### src/rtl/cim_pkg.sv
// Shared types and width helpers for the CIM command sequencer.
package cim_pkg;

    typedef enum logic [1:0] {
        OP_MAC   = 2'b00,
        OP_WRITE = 2'b01,
        OP_QUERY = 2'b10,
        OP_NOP   = 2'b11
    } op_e;

    typedef enum logic [2:0] {
        ST_IDLE,
        ST_MAC,
        ST_WRITE,
        ST_QUERY,
        ST_DONE
    } state_e;

    localparam int LEN_W  = 8;
    localparam int BEAT_W = 8;

    localparam logic IDLE_MAC_EN = 1'b1;
    localparam logic IDLE_W_EN   = 1'b0;

    function automatic int idx_w(input int n);
        return (n > 1) ? $clog2(n) : 1;
    endfunction

    // One counter serves both the MAC hold and the remaining-beat count.
    function automatic int cnt_w(input int mac_cycles);
        int w;
        w = $clog2(mac_cycles + 1);
        return (w > LEN_W) ? w : LEN_W;
    endfunction

endpackage

### src/rtl/cim_onehot_dec.sv
// Binary index to one-hot select decoder used for bank and column selects.
module cim_onehot_dec
    import cim_pkg::*;
#(
    parameter int N = 8,
    localparam int W = idx_w(N)
) (
    input  logic [W-1:0] bin_i,
    output logic [N-1:0] onehot_o
);

    always_comb begin
        onehot_o        = '0;
        onehot_o[bin_i] = 1'b1;
    end

endmodule

### src/rtl/cim_array_seq.sv
// Command sequencer driving the CIM bank array for MAC, WRITE and QUERY.
// Define CIM_BURST_WRITE_EN to enable multi-beat writes with address auto-increment.
module cim_array_seq
    import cim_pkg::*;
#(
    parameter int N_BANK     = 16,
    parameter int N_ROW      = 4,
    parameter int N_COL      = 8,
    parameter int DATA_W     = 16,
    parameter int QUERY_W    = 4,
    parameter int MAC_CYCLES = 2,
    localparam int BANK_W = idx_w(N_BANK),
    localparam int ROW_W  = idx_w(N_ROW),
    localparam int COL_W  = idx_w(N_COL),
    localparam int ADDR_W = BANK_W + ROW_W + COL_W
) (
    input  logic                clk,
    input  logic                rst,
    input  logic                cmd_valid,
    output logic                cmd_ready,
    input  logic [1:0]          cmd_op,
    input  logic [ADDR_W-1:0]   cmd_addr,
    input  logic [LEN_W-1:0]    cmd_len,
    input  logic [DATA_W-1:0]   cmd_data_bank,
    input  logic [DATA_W-1:0]   cmd_data_in,
    input  logic                wr_valid,
    output logic                wr_ready,
    input  logic [DATA_W-1:0]   wr_data,
    output logic                mac_en,
    output logic                w_en,
    output logic [N_BANK-1:0]   bank_mux,
    output logic [ROW_W-1:0]    addr_row,
    output logic [N_COL-1:0]    col_mux,
    output logic [DATA_W-1:0]   data_op,
    output logic [DATA_W-1:0]   data_and,
    output logic [QUERY_W-1:0]  query_bar,
    output logic                busy,
    output logic                done
);

    localparam int CNT_W = cnt_w(MAC_CYCLES);

    state_e              state_q;
    logic [ADDR_W-1:0]   addr_q;
    logic [CNT_W-1:0]    cnt_q;
    logic                cmd_ready_q;
    logic                wr_ready_q;
    logic                mac_en_q;
    logic                w_en_q;
    logic [N_BANK-1:0]   bank_mux_q;
    logic [ROW_W-1:0]    addr_row_q;
    logic [N_COL-1:0]    col_mux_q;
    logic [DATA_W-1:0]   data_op_q;
    logic [DATA_W-1:0]   data_and_q;
    logic [QUERY_W-1:0]  query_bar_q;
    logic                busy_q;
    logic                done_q;

    logic [N_BANK-1:0]   bank_onehot;
    logic [N_COL-1:0]    col_onehot;
    logic                cmd_fire;
    logic                beat_fire;
    logic                last_beat;
    logic                unused_bits;

    cim_onehot_dec #(.N(N_BANK)) u_bank_dec (
        .bin_i    (addr_q[ADDR_W-1 -: BANK_W]),
        .onehot_o (bank_onehot)
    );

    cim_onehot_dec #(.N(N_COL)) u_col_dec (
        .bin_i    (cmd_addr[COL_W-1:0]),
        .onehot_o (col_onehot)
    );

    assign cmd_fire  = cmd_valid && cmd_ready_q;
    assign beat_fire = wr_valid && wr_ready_q;

`ifdef CIM_BURST_WRITE_EN
    assign last_beat   = (cnt_q == '0);
    assign unused_bits = ^wr_data;
`else
    assign last_beat   = 1'b1;
    assign unused_bits = ^{wr_data, cmd_len, addr_q[COL_W-1:0]};
`endif

    // Outputs default to the idle drive every cycle; each state re-asserts what it needs.
    always_ff @(posedge clk) begin
        if (rst) begin
            state_q     <= ST_IDLE;
            addr_q      <= '0;
            cnt_q       <= '0;
            cmd_ready_q <= 1'b0;
            wr_ready_q  <= 1'b0;
            mac_en_q    <= IDLE_MAC_EN;
            w_en_q      <= IDLE_W_EN;
            bank_mux_q  <= '0;
            addr_row_q  <= '0;
            col_mux_q   <= '0;
            data_op_q   <= '0;
            data_and_q  <= '0;
            query_bar_q <= '0;
            busy_q      <= 1'b0;
            done_q      <= 1'b0;
        end else begin
            cmd_ready_q <= 1'b0;
            wr_ready_q  <= 1'b0;
            mac_en_q    <= IDLE_MAC_EN;
            w_en_q      <= IDLE_W_EN;
            bank_mux_q  <= '0;
            addr_row_q  <= '0;
            col_mux_q   <= '0;
            data_op_q   <= '0;
            data_and_q  <= '0;
            query_bar_q <= '0;
            busy_q      <= 1'b1;
            done_q      <= 1'b0;

            case (state_q)
                ST_IDLE: begin
                    busy_q <= cmd_fire;
                    if (!cmd_fire) begin
                        cmd_ready_q <= 1'b1;
                    end else begin
                        addr_q <= cmd_addr;
                        case (op_e'(cmd_op))
                            OP_MAC: begin
                                state_q    <= ST_MAC;
                                cnt_q      <= CNT_W'(MAC_CYCLES - 1);
                                bank_mux_q <= '1;
                                col_mux_q  <= '1;
                                data_op_q  <= cmd_data_bank;
                                data_and_q <= cmd_data_in;
                            end
                            OP_WRITE: begin
                                state_q    <= ST_WRITE;
                                wr_ready_q <= 1'b1;
`ifdef CIM_BURST_WRITE_EN
                                cnt_q      <= CNT_W'(cmd_len);
`else
                                cnt_q      <= '0;
`endif
                            end
                            OP_QUERY: begin
                                state_q     <= ST_QUERY;
                                mac_en_q    <= 1'b0;
                                bank_mux_q  <= '1;
                                col_mux_q   <= col_onehot;
                                data_op_q   <= DATA_W'(cmd_data_bank[QUERY_W-1:0]);
                                data_and_q  <= '1;
                                query_bar_q <= ~cmd_data_bank[QUERY_W-1:0];
                            end
                            default: begin
                                state_q <= ST_DONE;
                                done_q  <= 1'b1;
                            end
                        endcase
                    end
                end

                ST_MAC: begin
                    if (cnt_q == '0) begin
                        state_q <= ST_DONE;
                        done_q  <= 1'b1;
                    end else begin
                        cnt_q      <= cnt_q - CNT_W'(1);
                        bank_mux_q <= '1;
                        col_mux_q  <= '1;
                        data_op_q  <= data_op_q;
                        data_and_q <= data_and_q;
                    end
                end

                ST_QUERY: begin
                    state_q <= ST_DONE;
                    done_q  <= 1'b1;
                end

                // The last beat drops wr_ready; the following cycle moves on to DONE.
                ST_WRITE: begin
                    if (beat_fire) begin
                        w_en_q     <= 1'b1;
                        bank_mux_q <= bank_onehot;
                        addr_row_q <= addr_q[COL_W +: ROW_W];
                        data_op_q  <= DATA_W'(wr_data[BEAT_W-1:0]);
                        if (!last_beat) begin
                            wr_ready_q <= 1'b1;
                            cnt_q      <= cnt_q - CNT_W'(1);
`ifdef CIM_BURST_WRITE_EN
                            addr_q     <= addr_q + ADDR_W'(1);
`endif
                        end
                    end else if (wr_ready_q) begin
                        wr_ready_q <= 1'b1;
                    end else begin
                        state_q <= ST_DONE;
                        done_q  <= 1'b1;
                    end
                end

                ST_DONE: begin
                    state_q     <= ST_IDLE;
                    busy_q      <= 1'b0;
                    cmd_ready_q <= 1'b1;
                end

                default: begin
                    state_q <= ST_IDLE;
                    busy_q  <= 1'b0;
                end
            endcase
        end
    end

    assign cmd_ready = cmd_ready_q;
    assign wr_ready  = wr_ready_q;
    assign mac_en    = mac_en_q;
    assign w_en      = w_en_q;
    assign bank_mux  = bank_mux_q;
    assign addr_row  = addr_row_q;
    assign col_mux   = col_mux_q;
    assign data_op   = data_op_q;
    assign data_and  = data_and_q;
    assign query_bar = query_bar_q;
    assign busy      = busy_q;
    assign done      = done_q;

endmodule

### config.mk
export PLATFORM = sky130hd
export DESIGN_NAME = cim_array_seq
export DESIGN_NICKNAME = d
export VERILOG_FILES = /design/src/rtl/cim_pkg.sv /design/src/rtl/cim_onehot_dec.sv /design/src/rtl/cim_array_seq.sv
export SDC_FILE = /design/constraint.sdc
export NUM_CORES = 1
export LEC_CHECK = 0
export BUFFER_PORTS_ARGS = -buffer_cell sky130_fd_sc_hd__clkbuf_2
export CORE_MARGIN = 2
export CORE_UTILIZATION = 43
export DETAILED_ROUTE_END_ITERATION = 6
export GPL_TIMING_DRIVEN = 1
export PLACE_DENSITY = 0.82
export SKIP_LAST_GASP = 1
export SLEW_MARGIN = 20
export SYNTH_ARGS = -nofsm -noshare
export SYNTH_HDL_FRONTEND = slang
export SYNTH_SLANG_ARGS = --single-unit
### constraint.sdc
create_clock -name clk -period 1.6 [get_ports clk]
set_input_delay 0.32 -clock clk [delete_from_list [all_inputs] [get_ports clk]]
set_output_delay 0.32 -clock clk [all_outputs]
set_load 0.05 [all_outputs]
==> Yosys cells after proc, flatten, opt, wreduce, memory -nomap -nowiden <==
Cells that the tools add are included.
{ "totals": {"regBits": 88, "output_inout_bits": 68, "inputBits": 71} }
{ "op_classes": {"n_eq_ne": 12, "n_reduce_logical": 18, "addsub": 1, "bitwise": 6, "order_cmp": 4, "mux": 47} }
{ "ops": {"columns": ["op", "n"], "rows": [
  ["16-bit 2-to-1 mux", 7],
  ["16-bit case mux with 2 select lines", 3],
  ["16-bit case mux with 3 select lines", 2],
  ["8-bit case mux with 2 select lines", 4],
  ["8-bit 2-to-1 mux", 5],
  ["1-bit 2-to-1 mux", 14],
  ["3-bit 2-to-1 mux", 4],
  ["3-bit case mux with 4 select lines", 1],
  ["3-bit OR reduction", 4],
  ["2-bit != test, second input constant", 5],
  ["3-bit case mux with 3 select lines", 1],
  ["8-bit zero test", 1],
  ["4-bit AND reduction", 2],
  ["8-bit by 1-bit subtractor with 8-bit output, second input constant", 1],
  ["3-bit by 2-bit equality test with 1-bit output, second input constant", 2],
  ["1-bit case mux with 2 select lines", 3],
  ["4-bit by 5-bit < comparator with 1-bit output, second input constant", 1],
  ["1-bit inverter", 5],
  ["1-bit demux with 4-bit select", 1],
  ["4-bit by 1-bit >= comparator with 1-bit output, second input constant", 1],
  ["1-bit logical AND", 4],
  ["3-bit by 4-bit < comparator with 1-bit output, second input constant", 1],
  ["4-bit inverter", 1],
  ["1-bit case mux with 4 select lines", 1],
  ["13 further kinds", 14]
]} }

==> Logic depth before layout (Yosys ltp) <==
{ "logic_depth": {"depth_word": 7, "ltp_mapped": 8} }

==> By module <==
Synthesis repeated with hierarchy kept, for this count alone.
{ "hier_totals": {"hier_cells": 380, "area_unflattened_um2": 3641.0} }
{ "modules_own_cells": {"columns": ["module", "n_inst", "cells_each", "seq_area_each_um2", "area_per_inst_um2"], "rows": [
  ["cim_array_seq", 1, 352, 1701.6, 3299.4],
  ["cim_onehot_dec at u_bank_dec", 1, 20, 0.0, 276.5],
  ["cim_onehot_dec at u_col_dec", 1, 8, 0.0, 65.1]
]} }

==> Worst setup path after synthesis <==
OpenSTA, ideal clock, no wires.
{ "synth_path": {"path_type": "reg-to-reg", "startpoint": "register cmd_ready_q (netlist: cmd_ready)", "endpoint": "register cnt_q[4]", "period_less_slack_ns": 1.818, "arrival_ns": 1.749, "stages_incl_launch_ff": 6, "setup_time_ns": 0.070, "setup_slack_ns": -0.218, "cell_sequence": "dfxtp_1 -> o211a_1 -> o21ai_1 -> clkbuf_1 -> or4_1 -> a21oi_1"} }
{ "synth_between": {"elab_chain_len": 3} }
{ "synth_rtl": {"columns": ["item", "line", "text"], "rows": [
  ["from (decl)", "cim_array_seq.sv:46", "logic cmd_ready_q;"],
  ["from (signal assigned)", "cim_array_seq.sv:93", "cmd_ready_q <= 1'b0;"],
  ["from (signal assigned)", "cim_array_seq.sv:106", "cmd_ready_q <= 1'b0;"],
  ["from (signal assigned)", "cim_array_seq.sv:123", "cmd_ready_q <= 1'b1;"],
  ["1-bit logical AND", "cim_array_seq.sv:76", "assign cmd_fire = cmd_valid && cmd_ready_q;"],
  ["2-bit != test (no source line)", null, null],
  ["4-bit AND reduction (no source line)", null, null],
  ["to (signal assigned)", "cim_array_seq.sv:129", "cnt_q <= CNT_W'(MAC_CYCLES - 1);"],
  ["to (signal assigned)", "cim_array_seq.sv:166", "cnt_q <= cnt_q - CNT_W'(1);"],
  ["to (signal assigned)", "cim_array_seq.sv:188", "cnt_q <= cnt_q - CNT_W'(1);"],
  ["to (decl)", "cim_array_seq.sv:45", "logic [CNT_W-1:0] cnt_q;"]
]} }
Every way passes these cells.
A chain may end at the register's enable or synchronous reset.

==> Final worst setup path <==
{ "layout_path": {"startpoint": "register state_q[0]", "endpoint": "register data_and_q[14] (netlist: data_and[14])"} }
{ "layout_between": {"elab_chain_len": 2} }
{ "layout_rtl": {"columns": ["item", "line", "text"], "rows": [
  ["from (decl)", "cim_array_seq.sv:43", "state_e state_q;"],
  ["from (signal assigned)", "cim_array_seq.sv:90", "state_q <= ST_IDLE;"],
  ["from (signal assigned)", "cim_array_seq.sv:128", "state_q <= ST_MAC;"],
  ["from (signal assigned)", "cim_array_seq.sv:136", "state_q <= ST_WRITE;"],
  ["3-bit by 1-bit equality test with 1-bit output or 3-bit zero test (tied branches)", "cim_array_seq.sv:119", "case (state_q)"],
  ["16-bit case mux with 2 select lines or 2-bit != test (tied branches)", null, null],
  ["to (signal assigned)", "cim_array_seq.sv:133", "data_and_q <= cmd_data_in;"],
  ["to (signal assigned)", "cim_array_seq.sv:170", "data_and_q <= data_and_q;"],
  ["to (decl)", "cim_array_seq.sv:54", "logic [DATA_W-1:0] data_and_q;"]
]} }
Several ways; a longest one is shown, not always the timed one.

==> results.txt <==
Outcome - finished, violations left
Failing checks - setup timing
Synth cell types - 52
Area of the multi-input gates - 1800 µm²
Vias in the first global route - 3,195
Main area contributors after synthesis - dfxtp_1, a21oi_1, nor4_2
CP Class - reg -> reg
Clock buffer depth - 2
Clk_skew - 11.1 ps
Maximum VDD drop - 441 µV
Startpoint Class - flop
Synth top area share - 48.9%
Hold buffers post-CTS - 0
Final Slew Violations - 0
Max Fclk - 611 MHz
Share of layout cells above drive strength 1 - 46.4%
Final net count - 610
Final setup viols - 12
Pre-CTS setup slack - -168 ps
Top post-synthesis cells by count - dfxtp_1, nor2_1, a21oi_1
Mean Syn Cell Area - 9.23 µm²
Req. time, crit path - 1870 ps
CP Max Fanout - 17
Least-Margin Pin Slew - 462 ps
Main flop type after synthesis - dfxtp_1
First-pass GRT wire length - 14,500 µm
Mapped cell area - 3480 µm²
Seq cells post-synth - 85
Die footprint - 8830 µm²
Relative slew slack - 69.2%
Post-synth ARST share - 0%
Skew-Pair Late Insertion Delay - 360 ps
Syn Inst Count - 377
Fraction of the cycle the final worst path needs - 102%
DR iter-0 viols - 164
Hold Path Depth - 2
WHS - 135 ps
Register area - 1720 µm²
Filler instances - 636
Mapped Nets - 454
Ports - 139
Post-Layout Inst Area - 4910 µm²
Total grt overflow - 0
PnR worst setup slack - -36.1 ps
Sequential-to-total area share from yosys stat - 48.9%
Maximum Capacitance Violations - 0
Antenna diodes - 0
CP endpoint kind - flop
Global Route Usage Sum - 20.5%
Post-layout util - 63.3%
CORE AREA - 7770 µm²
Final Power - 4.74 mW
Leading area contributor after synthesis - dfxtp_1
Final WL - 9290 µm
Drt wl/cell - 14.5 µm
Starting Density - 44.8%
Reg clk slew, reported paths - 80 ps
PortBufs - 122
Placed cells - 621
Yosys synthesis warning count - 0
CTS tree - built
RSZ-0062 raised after global routing - yes
DRC - 0
Drt via density - 5.29
Routed Antenna Nets - 0
Min Clock Period, post-route - 1640 ps
EDFF count, synth - 0
Initial antenna violation count - 0
Layout Cells excl Fill - 639
Hold WC Path Type - in -> reg
DPL Wire Length - 6730 µm
LEAKAGE - 2.20 nW
Critical Path AT - 1910 ps
Area Growth Syn to Fin - 41.2%
Setup TNS - -139 ps
Most numerous cell in the Yosys netlist - dfxtp_1
H-Tree Depth - 3
Row cnt - 32
Die height - 94.0 µm
Pwr Density - 965 nW/µm²
Total CTS buffers - 9
Vias - 3,381
DIE WIDTH - 94.0 µm
Placed inst area - 4490 µm²
Clock root cell - clkbuf_8
Initial DRT Pass Iterations - 4
R2r worst-path depth - 5
GPL Wtd Cong - 0.874
CTS Sinks - 85
Fin. Hold Viols - 0
Largest net degree at the start of global routing - 34
[kinds of logic after synthesis]
| group | synth area share [%] |
|---|---|
| AOI/OAI and AO/OA | 16.4 |
| buffers and inverters | 4.71 |
| and+or+nand+nor | 27.5 |
| muxes | 0.288 |
| adders and majority gates | 2.16 |
| DFF | 48.9 |
[flip-flops by register name, summed over array words and instances (netlist names)]
name and cells:
addr_q 6, busy 1, done 1, mac_en 1, bank_mux 16, cmd_ready 1
query_bar 4, state_q 3, w_en 1, data_op 16, cnt_q 8, col_mux 8
data_and 16, wr_ready 1, addr_row 2
[report_power, final]
part	internal (mW)	switching (mW)
Sequential	2.20	0.0585
Clock	0.726	0.785
Combinational	0.386	0.589
[area by class of cell]
cell class	instances	area share, %
clock buffer	9	2.52
clock inverter	6	1.40
inverter	7	0.535
multi-input combinational	259	36.6
sequential	85	34.9
tap	102	2.60
timing repair buffer	171	21.4
[placed cells by master (no fill, tap or decap), drive strengths merged, types with 5 or more instances in the layout]
cell type,instances
nand2b,5
nand3,8
dfxtp,85
or3,7
nor3,22
ha,6
a22oi,8
o21ai,14
and3b,5
nand2,28
a21oi,40
buf,48
inv,10
nor4,19
nor2,45
a21o,5
clkbuf,132
[final timing paths]
check                                      start            to  slack [ps]
worst max-delay path                  state_q[0]  data_and[14]         -40
worst min-delay path            cmd_data_bank[2]  query_bar[2]         130
worst max register to register        state_q[0]  data_and[14]         -40
worst min register to register         addr_q[3]   addr_row[0]         460
[worst max-delay path: stages (launching register included)]
cell and delay, ps:
dfxtp_2 360, or3b_4 430, a31oi_4 240, a21oi_4 80
buf_12 170, nor4_4 260
[routing by layer]
layer	part of all wire, %	GRT usage (%)	wire length, µm
met1	41	25.4	3860
met5	0	0	0
met4	2.2	10.3	208
met3	6.8	4.17	629
met2	49	34.0	4600
[repair_timing]
item / in CTS / in global routing
cloned: 0 / 2
pin swaps: 2 / 14
buffers inserted: 2 / 1
endpoints found under the setup margin: 14 / 65
resized for setup: 5 / 39
(Power assumes the default switching activity.)
